===== config.mk =====
export PLATFORM = sky130hd
export DESIGN_NAME = lsu_mem_master
export DESIGN_NICKNAME = d
export VERILOG_FILES = /design/src/rtl/lsu_mem_master.sv
export SDC_FILE = /design/constraint.sdc
export NUM_CORES = 1
export LEC_CHECK = 0
export CAP_MARGIN = 40
export CORE_MARGIN = 2
export CORE_UTILIZATION = 32
export CTS_CLUSTER_SIZE = 25
export DETAILED_ROUTE_END_ITERATION = 12
export PLACE_DENSITY_LB_ADDON = 0.15
export SLEW_MARGIN = 20
export SYNTH_ARGS = -nofsm -noshare
export SYNTH_HDL_FRONTEND = slang
export SYNTH_SLANG_ARGS = --single-unit

===== constraint.sdc =====
create_clock -name clk -period 3.1 [get_ports clk]
set_input_delay 0.93 -clock clk [delete_from_list [all_inputs] [get_ports clk]]
set_output_delay 0.93 -clock clk [all_outputs]
set_load 0.01 [all_outputs]

===== src/rtl/lsu_mem_master.sv =====
// Load/store initiator between the MEM stage and the word-addressed data memory.
// Builds a word request with byte enables, waits for ack or timeout, then aligns/extends load data.
module lsu_mem_master #(
    parameter int ACK_TIMEOUT = 255
) (
    input  logic        clk,
    input  logic        rst,
    input  logic        start,
    input  logic [2:0]  op,
    input  logic [31:0] addr,
    input  logic [31:0] wdata,
    output logic        busy,
    output logic        done,
    output logic [31:0] rdata,
    output logic [1:0]  err,
    output logic        mem_req,
    output logic        mem_we,
    output logic [31:0] mem_addr,
    output logic [3:0]  mem_be,
    output logic [31:0] mem_wdata,
    input  logic [31:0] mem_rdata,
    input  logic        mem_ack
);

    typedef enum logic [1:0] {IDLE, REQ, RESP} state_t;

    localparam logic [15:0] CNT_LAST = 16'(ACK_TIMEOUT - 1);

    state_t      state;
    logic [2:0]  op_q;
    logic [1:0]  alo_q;
    logic [15:0] cnt;

    logic        is_word;
    logic        is_half;
    logic        is_store;
    logic        misaligned;
    logic [3:0]  req_be;
    logic [31:0] req_wdata;
    logic [31:0] load_val;
    logic [15:0] half_sel;
    logic [7:0]  byte_sel;

    // Decode the incoming op into request fields; only meaningful in IDLE with start=1.
    always_comb begin
        is_word    = (op == 3'b000) || (op == 3'b101);
        is_half    = (op == 3'b001) || (op == 3'b010) || (op == 3'b110);
        is_store   = (op == 3'b101) || (op == 3'b110) || (op == 3'b111);
        misaligned = (is_word && (addr[1:0] != 2'b00)) || (is_half && addr[0]);
        req_be     = 4'b1111;
        req_wdata  = 32'h0;
        case (op)
            3'b101: req_wdata = wdata;
            3'b110: begin
                req_be    = addr[1] ? 4'b1100 : 4'b0011;
                req_wdata = {2{wdata[15:0]}};
            end
            3'b111: begin
                req_be    = 4'b0001 << addr[1:0];
                req_wdata = {4{wdata[7:0]}};
            end
            default: ;
        endcase
    end

    // Pick the addressed lane out of the returned word using the latched offset.
    always_comb begin
        half_sel = alo_q[1] ? mem_rdata[31:16] : mem_rdata[15:0];
        byte_sel = 8'(mem_rdata >> {alo_q, 3'b000});
        load_val = 32'h0;
        case (op_q)
            3'b000: load_val = mem_rdata;
            3'b001: load_val = {{16{half_sel[15]}}, half_sel};
            3'b010: load_val = {16'h0, half_sel};
            3'b011: load_val = {{24{byte_sel[7]}}, byte_sel};
            3'b100: load_val = {24'h0, byte_sel};
            default: ;
        endcase
    end

    always_ff @(posedge clk) begin
        if (rst) begin
            state     <= IDLE;
            op_q      <= 3'b000;
            alo_q     <= 2'b00;
            cnt       <= 16'h0;
            busy      <= 1'b0;
            done      <= 1'b0;
            rdata     <= 32'h0;
            err       <= 2'b00;
            mem_req   <= 1'b0;
            mem_we    <= 1'b0;
            mem_addr  <= 32'h0;
            mem_be    <= 4'h0;
            mem_wdata <= 32'h0;
        end else begin
            done <= 1'b0;
            case (state)
                IDLE: begin
                    busy <= 1'b0;
                    if (start) begin
                        op_q  <= op;
                        alo_q <= addr[1:0];
                        busy  <= 1'b1;
                        if (misaligned) begin
                            state <= RESP;
                            done  <= 1'b1;
                            err   <= 2'b01;
                            rdata <= 32'h0;
                        end else begin
                            state     <= REQ;
                            mem_req   <= 1'b1;
                            mem_we    <= is_store;
                            mem_addr  <= {addr[31:2], 2'b00};
                            mem_be    <= req_be;
                            mem_wdata <= req_wdata;
                        end
                    end
                end
                REQ: begin
                    // A late ack still wins over the timeout in the final cycle.
                    if (mem_ack || cnt == CNT_LAST) begin
                        state     <= RESP;
                        done      <= 1'b1;
                        err       <= mem_ack ? 2'b00 : 2'b10;
                        rdata     <= mem_ack ? load_val : 32'h0;
                        cnt       <= 16'h0;
                        mem_req   <= 1'b0;
                        mem_we    <= 1'b0;
                        mem_addr  <= 32'h0;
                        mem_be    <= 4'h0;
                        mem_wdata <= 32'h0;
                    end else begin
                        cnt <= cnt + 16'h1;
                    end
                end
                RESP: begin
                    state <= IDLE;
                    busy  <= 1'b0;
                    err   <= 2'b00;
                    rdata <= 32'h0;
                    cnt   <= 16'h0;
                end
                default: state <= IDLE;
            endcase
        end
    end

endmodule


After elaboration in Yosys (flattened, before gate mapping)
Index checks and enable logic that the tools add are counted.
{"block": "word_totals", "in_bits": 103, "elab_cells": 98, "reg_bits": 129}
{"block": "classes", "addsub": 1, "mux": 45, "shift": 2, "reduce_logical": 21, "eq_ne": 16}
{"cell": "$mux 32", "count": 9}
{"cell": "$pmux 32 s3", "count": 2}
{"cell": "$pmux 32 s5", "count": 1}
{"cell": "$pmux 32 s2", "count": 2}
{"cell": "$mux 16", "count": 2}
{"cell": "$pmux 16 s2", "count": 1}
{"cell": "$shr 32x5->8", "count": 1}
{"cell": "$add 16x1->16 const B", "count": 1}
{"cell": "$eq 16x8->1 const B", "count": 1}
{"cell": "$mux 4", "count": 4}
{"cell": "$pmux 4 s2", "count": 2}
{"cell": "$mux 2", "count": 7}
{"cell": "$eq 3x3->1 const B", "count": 4}
{"cell": "$eq 3x2->1 const B", "count": 3}
{"cell": "$mux 1", "count": 9}
{"cell": "$ne 2x2->1 const B", "count": 4}
{"cell": "$pmux 1 s2", "count": 4}
{"cell": "$reduce_and 4->1", "count": 2}
{"cell": "$reduce_bool 2->1", "count": 4}
{"cell": "$logic_or 1x1->1", "count": 7}
{"cell": "$eq 3x1->1 const B", "count": 2}
{"cell": "$logic_not 3->1", "count": 2}
{"cell": "$pmux 2 s3", "count": 1}
{"cell": "$pmux 2 s2", "count": 1}
{"cell": "other kinds (7)", "count": 9}

Logic depth before layout (Yosys ltp)
Gate-level depths: netlist of run 1.
{"block": "logic_depth", "depth_word": 8, "depth_mapped": 9, "depth_no_buf": 7}

Worst setup path before layout of run 1
Ideal clock, no wire load.
{"block": "synth_timing", "path_kind": "input to register", "start": "input port op[2]", "end": "register rdata[9]", "setup_time_ns": 0.069, "setup_slack_ns": 0.607, "n_path_buf": 3, "stages": 8, "t_arrival_ns": 2.425, "path_cell_list": "buf_2 > nor3b_1 > a221o_1 > a2111oi_4 > buf_6 > buf_6 > nand3_1 > o21ai_1"}
{"block": "synth_via", "elab_chain_len": 7, "word_cells_on_any_way": 13, "classes_between": "5 x eq/ne; 8 x reduce/logical"}
{"element": "start: declaration", "line": "9", "rtl": "input logic [2:0] op,"}
{"element": "$eq 3x1->1 or $eq 3x2->1 (tied branches)", "line": "47", "rtl": "is_half = (op == 3'b001) || (op == 3'b010) || (op == 3'b110);"}
{"element": "$logic_or 1x1->1 (2 in series)", "line": "47"}
{"element": "$logic_and 1x1->1", "line": "49", "rtl": "misaligned = (is_word && (addr[1:0] != 2'b00)) || (is_half && addr[0]);"}
{"element": "$logic_or 1x1->1 *", "line": "49"}
{"element": "$ne 2x2->1 (no line) *"}
{"element": "$reduce_and 4->1 (no line) *"}
{"element": "end signal: assignment", "line": "126", "rtl": "rdata <= mem_ack ? load_val : 32'h0;"}
{"element": "end: declaration", "line": "14", "rtl": "output logic [31:0] rdata,"}
Mark *: on every way between the ends. The rest lies on a longest branch, timed or not.
A chain may end at the register's enable or synchronous reset.

Worst setup path in the final report of run 1
{"block": "layout_timing", "start": "input port op[1]", "end": "register mem_addr[12]"}
{"block": "layout_via", "elab_chain_len": 7, "word_cells_on_any_way": 13, "classes_between": "5 x eq/ne; 8 x reduce/logical"}
{"element": "$eq 3x1->1 or $eq 3x2->1 (tied branches)", "line": "47"}
{"element": "$logic_or 1x1->1 (2 in series)", "line": "47"}
{"element": "$logic_and 1x1->1", "line": "49"}
{"element": "$logic_or 1x1->1 *", "line": "49"}
{"element": "$ne 2x2->1 (no line) *"}
{"element": "$reduce_and 4->1 (no line) *"}
{"element": "end signal: assignment", "line": "114", "rtl": "mem_addr <= {addr[31:2], 2'b00};"}
{"element": "end: declaration", "line": "18", "rtl": "output logic [31:0] mem_addr,"}
Marked as above.

==> results.md, run 1 <==
- Worst-path cell with the longest stage delay: clkdlybuf4s50_1
- 1st-iter DRT viols: 348
- Post-route DRC: 0
- Most frequent cell after synthesis: dfxtp_1
- Max Clock Skew: 6.23 ps
- First-pass GRT wire length: 28,700 um
- Critical path fanouts, max: 51
- Reg2Reg Launch Point: state[0]$_SDFFE_PP0P_
- Vias in the first global route: 5,388
- Core region area: 17,800 um2
- Die X-Extent: 138 um
- Setup TNS: 0 ps
- Pwr/cell area: 605 nW/um2
- Ratio of final minimum period to clock period: 86.8%
- Htree depth: 4
- Root buffer cell: clkbuf_16
- CTS Buf Count: 17
- Worst-path clk slew: 60 ps
- R2R Path End: mem_wdata[0]$_SDFFE_PP0P_
- DRT Wirelength: 18,000 um
- Slew margin rel.: 57.4%
- Initial antenna violation count: 0
- Footprint of the multi-input gates: 2890 um2
- Maximum vdd drop: 0.000369 V
- Cell Area, Synth: 5770 um2
- Clk_lat worst skew: 410 ps
- Post-Synthesis Cells: 654
- ANT cells: 0
- Core Rows: 49
- Antenna Violating Nets Remaining: 0
- Post-synthesis sequential area ratio: 44.1%
- Critical path depth: 8
- Area grow syn2layout: 51.7%
- R2R depth: 7
- CTS tree: done
- YS warnings: 0
- Starting Density: 32.3%
- Top cells by area, synth: dfxtp_1, a22o_1, o21ai_0, nand2b_1, nand3_1
- Measured slew at the worst slew-check pin: 635 ps
- Kind of critical path: input port to flip-flop
- Layout cells sized above 1: 7.41%
- Post-synthesis register bit count: 127
- Total Power: 5.29 mW
- IO Pins: 209
- Clock buffer depth: 2
- Crit-path max cell delay: 550 ps
- Port Buf Inserts: 206
- GRT overflow: 0
- Critical Path AT: 3040 ps
- Pin count of the biggest net entering global routing: 52
- Leak pwr: 3.32 nW
- GPL Wtd Cong: 0.865
- Clock sinks: 127
- Top_reg_cell synth: dfxtp_1
- Area after DPL: 8100 um2
- Cell family with most CP delay: buffers and inverters
- Fillers: 1,617
- Top-area cell type share of the netlist area: 44.1%
- RSZ-0062 raised after global routing: no
- Die footprint: 19,100 um2
- Max-cap violations: 0
- Achievable clock frequency: 371 MHz
- CP bufs+invs: 3
- FF-to-FF setup slack: 750 ps
- Hold WC Path Type: flip-flop to flip-flop
- Synth cell count leaders: dfxtp_1, o21ai_0, nand2_1, a22o_1, nand3_1
- Vert. Die Dim: 138 um
- # nets final: 960
- Post-route cell area: 8750 um2
- Crit. End Element: flip-flop
- Total track usage: 18.5%
- Synth area leader: dfxtp_1
- Storage element area: 2540 um2
- Vias per cell: 5.16
- Wire per inst: 16.5 um
- DR vias: 5,641
- Final setup fails: 0
- # hold bufs at CTS: 0
- Mapped Avg Cell Area: 8.82 um2
- Cell variety after synth: 52
- Final Max Slew Viols: 0
- First-pass DRT Iterations: 5
- # resized after CTS: 0
- Startpoint types: input port
- Post-layout minimum cycle time: 2690 ps
- Crit path required time: 3450 ps
- Async S/R FF share, synth: 0%
- Status: finished, final reports clean
- DP Wirelength: 13,000 um
- Post-CTS setup buffers: 0
- Min-delay src: mem_req$_SDFFE_PP0P_
- Worst Setup SP: op[1]
- Final Hold Vio Count: 0
- Post-synth EDFFs: 0
- CP cell instances: clkdlybuf4s50_1 > buf_4 > nor3b_1 > a221o_1 > mux2_2 > a21oi_4 > buf_12 > a22o_1
- Crit path capture: mem_addr[12]$_SDFFE_PP0P_
## power breakdown
group	leakage, nW	switching, mW	internal [mW]	total [mW]
registers	1.03	0.0945	1.77	1.86
logic	1.99	0.622	0.633	1.26
clock network	0.305	0.759	1.42	2.17
## worst min-delay path by stage
stage / depth (start not counted) / slack, ps / endpoint
finish: 1 / 460 / mem_req$_SDFFE_PP0P_
global route: 1 / 480 / mem_req$_SDFFE_PP0P_
CTS: 1 / 460 / mem_req$_SDFFE_PP0P_
detailed placement: 1 / 450 / mem_req$_SDFFE_PP0P_
global placement: 1 / 440 / mem_req$_SDFFE_PP0P_
floorplan: 2 / 470 / cnt[15]$_SDFFE_PP0N_
## registers in the layout (all words and copies together) (netlist names), 2 cells and up
register,count
mem_wdata,32
rdata,32
mem_addr,30
cnt,16
mem_be,4
op_q,3
alo_q,2
err,2
state,2
## area by class of cell
type / instances / share of cell area (%)
Multi-Input combinational cell: 451 / 33.1
Tap cell: 229 / 3.27
Inverter: 25 / 1.07
Clock buffer: 20 / 5.33
Sequential cell: 127 / 29.1
Timing Repair Buffer: 229 / 26.1
Clock inverter: 12 / 2.07
## per-layer routing
metal / wire [um] / part of all wire (%) / up-vias / GRT usage (%)
met3: 1630 / 9.1 / 22 / 6.62
met4: 278 / 1.5 / 0 / 6.18
met1: 7750 / 43 / 2663 / 23.0
met2: 8360 / 46 / 221 / 29.8
li1: - / - / 2735 / -
met5: 0 / 0 / - / 0
## stage by stage
step	utilization (%)	cells	setup WS, ps	hold WS [ps]
CTS	49.0	1093	451	464
floorplan	-	655	607	472
detailed placement	45.4	1061	12.2	447
finish	49.0	1093	408	458
global route	49.0	1093	327	476
global placement	45.4	1061	78.1	436
## cell usage in the layout, fill, tap and decap left out, drive strengths merged, types with 2 or more instances in the layout
cell type,instances
nor3b,5
dfxtp,127
a21oi,16
xnor2,5
o21ai,72
a22o,48
and3,2
nor2b,2
conb,2
nand2b,36
nor2,35
a211oi,3
nor4b,2
o2bb2ai,19
nand3b,2
a21o,18
clkdlybuf4s50,206
mux2i,15
o221ai,7
ha,6
o21bai,2
nand3,43
clkinvlp,4
and3b,2
bufinv,4
inv,27
nand4,4
a22oi,16
buf,23
clkbuf,20
nand2,54
clkinv,2
mux2,2
nor3,10
xor2,8
## kinds of logic after synthesis
kind of cell / count (synthesis) / share of synthesized area, %
XOR/XNOR: 13 / 1.97
flip-flops: 127 / 44.1
other: 1 / 0.0650
AO/OA/AOI/OAI: 207 / 25.2
AND/OR/NAND/NOR: 205 / 17.9
buffers and inverters: 77 / 6.05
multiplexers: 18 / 3.38
adder cells (fa/ha/maj): 6 / 1.30
Power figures use the tool's default switching activity.
==> inputs of run 2 (changes only) <==
--- a/config.mk
+++ b/config.mk
@@ -8,7 +8,8 @@
 export CAP_MARGIN = 40
 export CORE_MARGIN = 2
 export CORE_UTILIZATION = 32
-export CTS_CLUSTER_SIZE = 25
+export CTS_CLUSTER_DIAMETER = 60
+export CTS_CLUSTER_SIZE = 16
 export DETAILED_ROUTE_END_ITERATION = 12
 export PLACE_DENSITY_LB_ADDON = 0.15
 export SLEW_MARGIN = 20
==> results of run 2 <==
No change in the layout: final DEF, timing and power equal those of run 1.
==> inputs of run 3 (changes only) <==
--- a/config.mk
+++ b/config.mk
@@ -11,7 +11,6 @@
 export CTS_CLUSTER_DIAMETER = 60
 export CTS_CLUSTER_SIZE = 16
 export DETAILED_ROUTE_END_ITERATION = 12
-export PLACE_DENSITY_LB_ADDON = 0.15
 export SLEW_MARGIN = 20
 export SYNTH_ARGS = -nofsm -noshare
 export SYNTH_HDL_FRONTEND = slang
==> run 3 against run 2 <==
Compared with the run above:
- flip-flop and latch count stayed put
- setup slack better by 30 ps
- critical path depth stayed put
- final area is 0.44% higher
- largest cell class unchanged
==> results.md, run 3 (synthesis gave the netlist of run 1 again) <==
- Status: finished, final reports clean (unchanged)
- Critical path fanouts, max: 42 (was 51)
- GPL Wtd Cong: 0.813 (was 0.865)
- Total Power: 5.33 mW (was 5.29 mW)
- Achievable clock frequency: 376 MHz (was 371 MHz)
- Leak pwr: 3.35 nW (was 3.32 nW)
- Maximum vdd drop: 0.000403 V (was 0.000369 V)
- Clock Power Share: 41.7% (was 41.1%)
- Internal power: 3.84 mW (was 3.82 mW)
- DR vias: 5,540 (was 5,641)
- Max-cap violations: 0 (unchanged)
- Slew margin rel.: 57.1% (was 57.4%)
- Final Max Slew Viols: 0 (unchanged)
- Vert. Die Dim: 138 um (unchanged)
- Die X-Extent: 138 um (unchanged)
- Largest registers: mem_wdata x32, rdata x32, mem_addr x30 (unchanged)
- Post-layout minimum cycle time: 2660 ps (was 2690 ps)
- Port Buf Inserts: 206 (unchanged)
- Worst-path clk slew: 60 ps (about the same)
- Clock sinks: 127 (unchanged)
- Pin count of the biggest net entering global routing: 52 (unchanged)
- Hold WC Path Type: flip-flop to flip-flop (unchanged)
- Initial antenna violation count: 0 (unchanged)
- Comb power frac: 23.4% (was 23.7%)
- Root buffer cell: clkbuf_16 (unchanged)
- First-pass DRT Iterations: 4 (was 5)
- Final Hold Vio Count: 0 (unchanged)
- Sw Ratio: 28.0% (was 27.9%)
- Clock buffer depth: 2 (unchanged)
- Reg power frac: 34.9% (was 35.2%)
- # resized after CTS: 0 (unchanged)
- Htree depth: 4 (unchanged)
- CTS Buf Count: 17 (unchanged)
- DRT Wirelength: 17,800 um (was 18,000 um)
- Most common library cell in the layout ignoring fill and taps: clkdlybuf4s50_1 (unchanged)
- GRT overflow: 0 (unchanged)
- Startpoint types: input port (unchanged)
- # hold bufs at CTS: 0 (unchanged)
- IO Pins: 209 (unchanged)
- Starting Density: 32.3% (unchanged)
- Max Clock Skew: 12.0 ps (was 6.23 ps)
- Clk_lat worst skew: 420 ps (was 410 ps)
- Core region area: 17,800 um2 (unchanged)
- ANT cells: 0 (unchanged)
- Area grow syn2layout: 52.3% (was 51.7%)
- Ratio of final minimum period to clock period: 85.9% (was 86.8%)
- Final setup fails: 0 (unchanged)
- Layout cells sized above 1: 7.83% (was 7.41%)
- Wire per inst: 16.3 um (was 16.5 um)
- RSZ-0062 raised after global routing: no (unchanged)
- Pwr/cell area: 607 nW/um2 (was 605 nW/um2)
- Critical Path AT: 3000 ps (was 3040 ps)
- Fillers: 1,677 (was 1,617)
- Core Rows: 49 (unchanged)
- CTS tree: done (unchanged)
- DP Wirelength: 12,800 um (was 13,000 um)
- Sw Pwr: 1.49 mW (was 1.48 mW)
- Vias in the first global route: 5,200 (was 5,388)
- Most frequent cells in the layout: clkdlybuf4s50_1, dfxtp_1, o21ai_0 (unchanged)
- # nets final: 964 (was 960)
- Vias per cell: 5.05 (was 5.16)
- Measured slew at the worst slew-check pin: 639 ps (was 635 ps)
- Setup TNS: 0 ps (unchanged)
- Die footprint: 19,100 um2 (unchanged)
- Kind of critical path: input port to flip-flop (unchanged)
- Total track usage: 18.2% (was 18.5%)
- Antenna Violating Nets Remaining: 0 (unchanged)
- Post-CTS setup buffers: 0 (unchanged)
- 1st-iter DRT viols: 316 (was 348)
- First-pass GRT wire length: 27,900 um (was 28,700 um)
- Crit path required time: 3440 ps (was 3450 ps)
- Post-route DRC: 0 (unchanged)
- Crit. End Element: flip-flop (unchanged)
==> run 3: worst max-delay path, cell delays in order <==
cell             delay, ps
clkdlybuf4s50_1        470
nand2b_1               170
a221o_1                420
a2111oi_4              440
buf_12                 240
buf_12                 150
nand3_1                 70
o21ai_0                 90
==> run 3: power groups by stage <==
stage                     clock (mW)  combinational (mW)  sequential, mW
after detailed placement           0                1.25            1.89
after global routing            2.35                1.35            1.88
after CTS                       2.27                1.26            1.86
after floorplan                    0               0.626            1.93
after global placement             0                1.25            1.90
final                           2.22                1.25            1.86
==> run 3: area by class of cell <==
| cell class | count | area (um2) | share of cell area [%] |
|---|---|---|---|
| Multi-Input combinational cell | 451 | 2890 | 32.9 |
| Sequential cell | 127 | 2540 | 28.9 |
| Timing Repair Buffer | 233 | 2310 | 26.3 |
| Clock buffer | 17 | 425 | 4.84 |
| Tap cell | 229 | 287 | 3.26 |
| Clock inverter | 15 | 231 | 2.63 |
| Inverter | 25 | 93.8 | 1.07 |
==> run 3: path summary, 6_finish.rpt <==
| path | startpoint | to | slack [ps] | depth (start not counted) |
|---|---|---|---|---|
| worst min register to register | mem_req$_SDFFE_PP0P_ | mem_req$_SDFFE_PP0P_ | 460 | 1 |
| worst max register to register | state[0]$_SDFFE_PP0P_ | mem_wdata[6]$_SDFFE_PP0P_ | 840 | 7 |
| worst min-delay path | mem_req$_SDFFE_PP0P_ | mem_req$_SDFFE_PP0P_ | 460 | 1 |
| worst max-delay path | op[1] | rdata[4]$_SDFFE_PP0P_ | 440 | 8 |
==> run 3: layer usage <==
metal,up-vias,wire length (um),GRT usage [%]
met3,24,1950,8.24
met4,0,309,6.55
li1,2742,-,-
met2,239,7660,26.8
met5,-,0,0
met1,2535,7920,23.7
==> run 3: metrics by stage <==
| step | cells | area [um2] | utilization, % | hold WS [ps] | setup slack, ps |
|---|---|---|---|---|---|
| floorplan | 655 | 5770 | - | 472 | 607 |
| global placement | 1065 | 8130 | 45.6 | 437 | 39.7 |
| detailed placement | 1065 | 8130 | 45.6 | 445 | 43.7 |
| CTS | 1097 | 8790 | 49.3 | 459 | 465 |
| global route | 1097 | 8790 | 49.3 | 482 | 255 |
| finish | 1097 | 8790 | 49.3 | 456 | 438 |
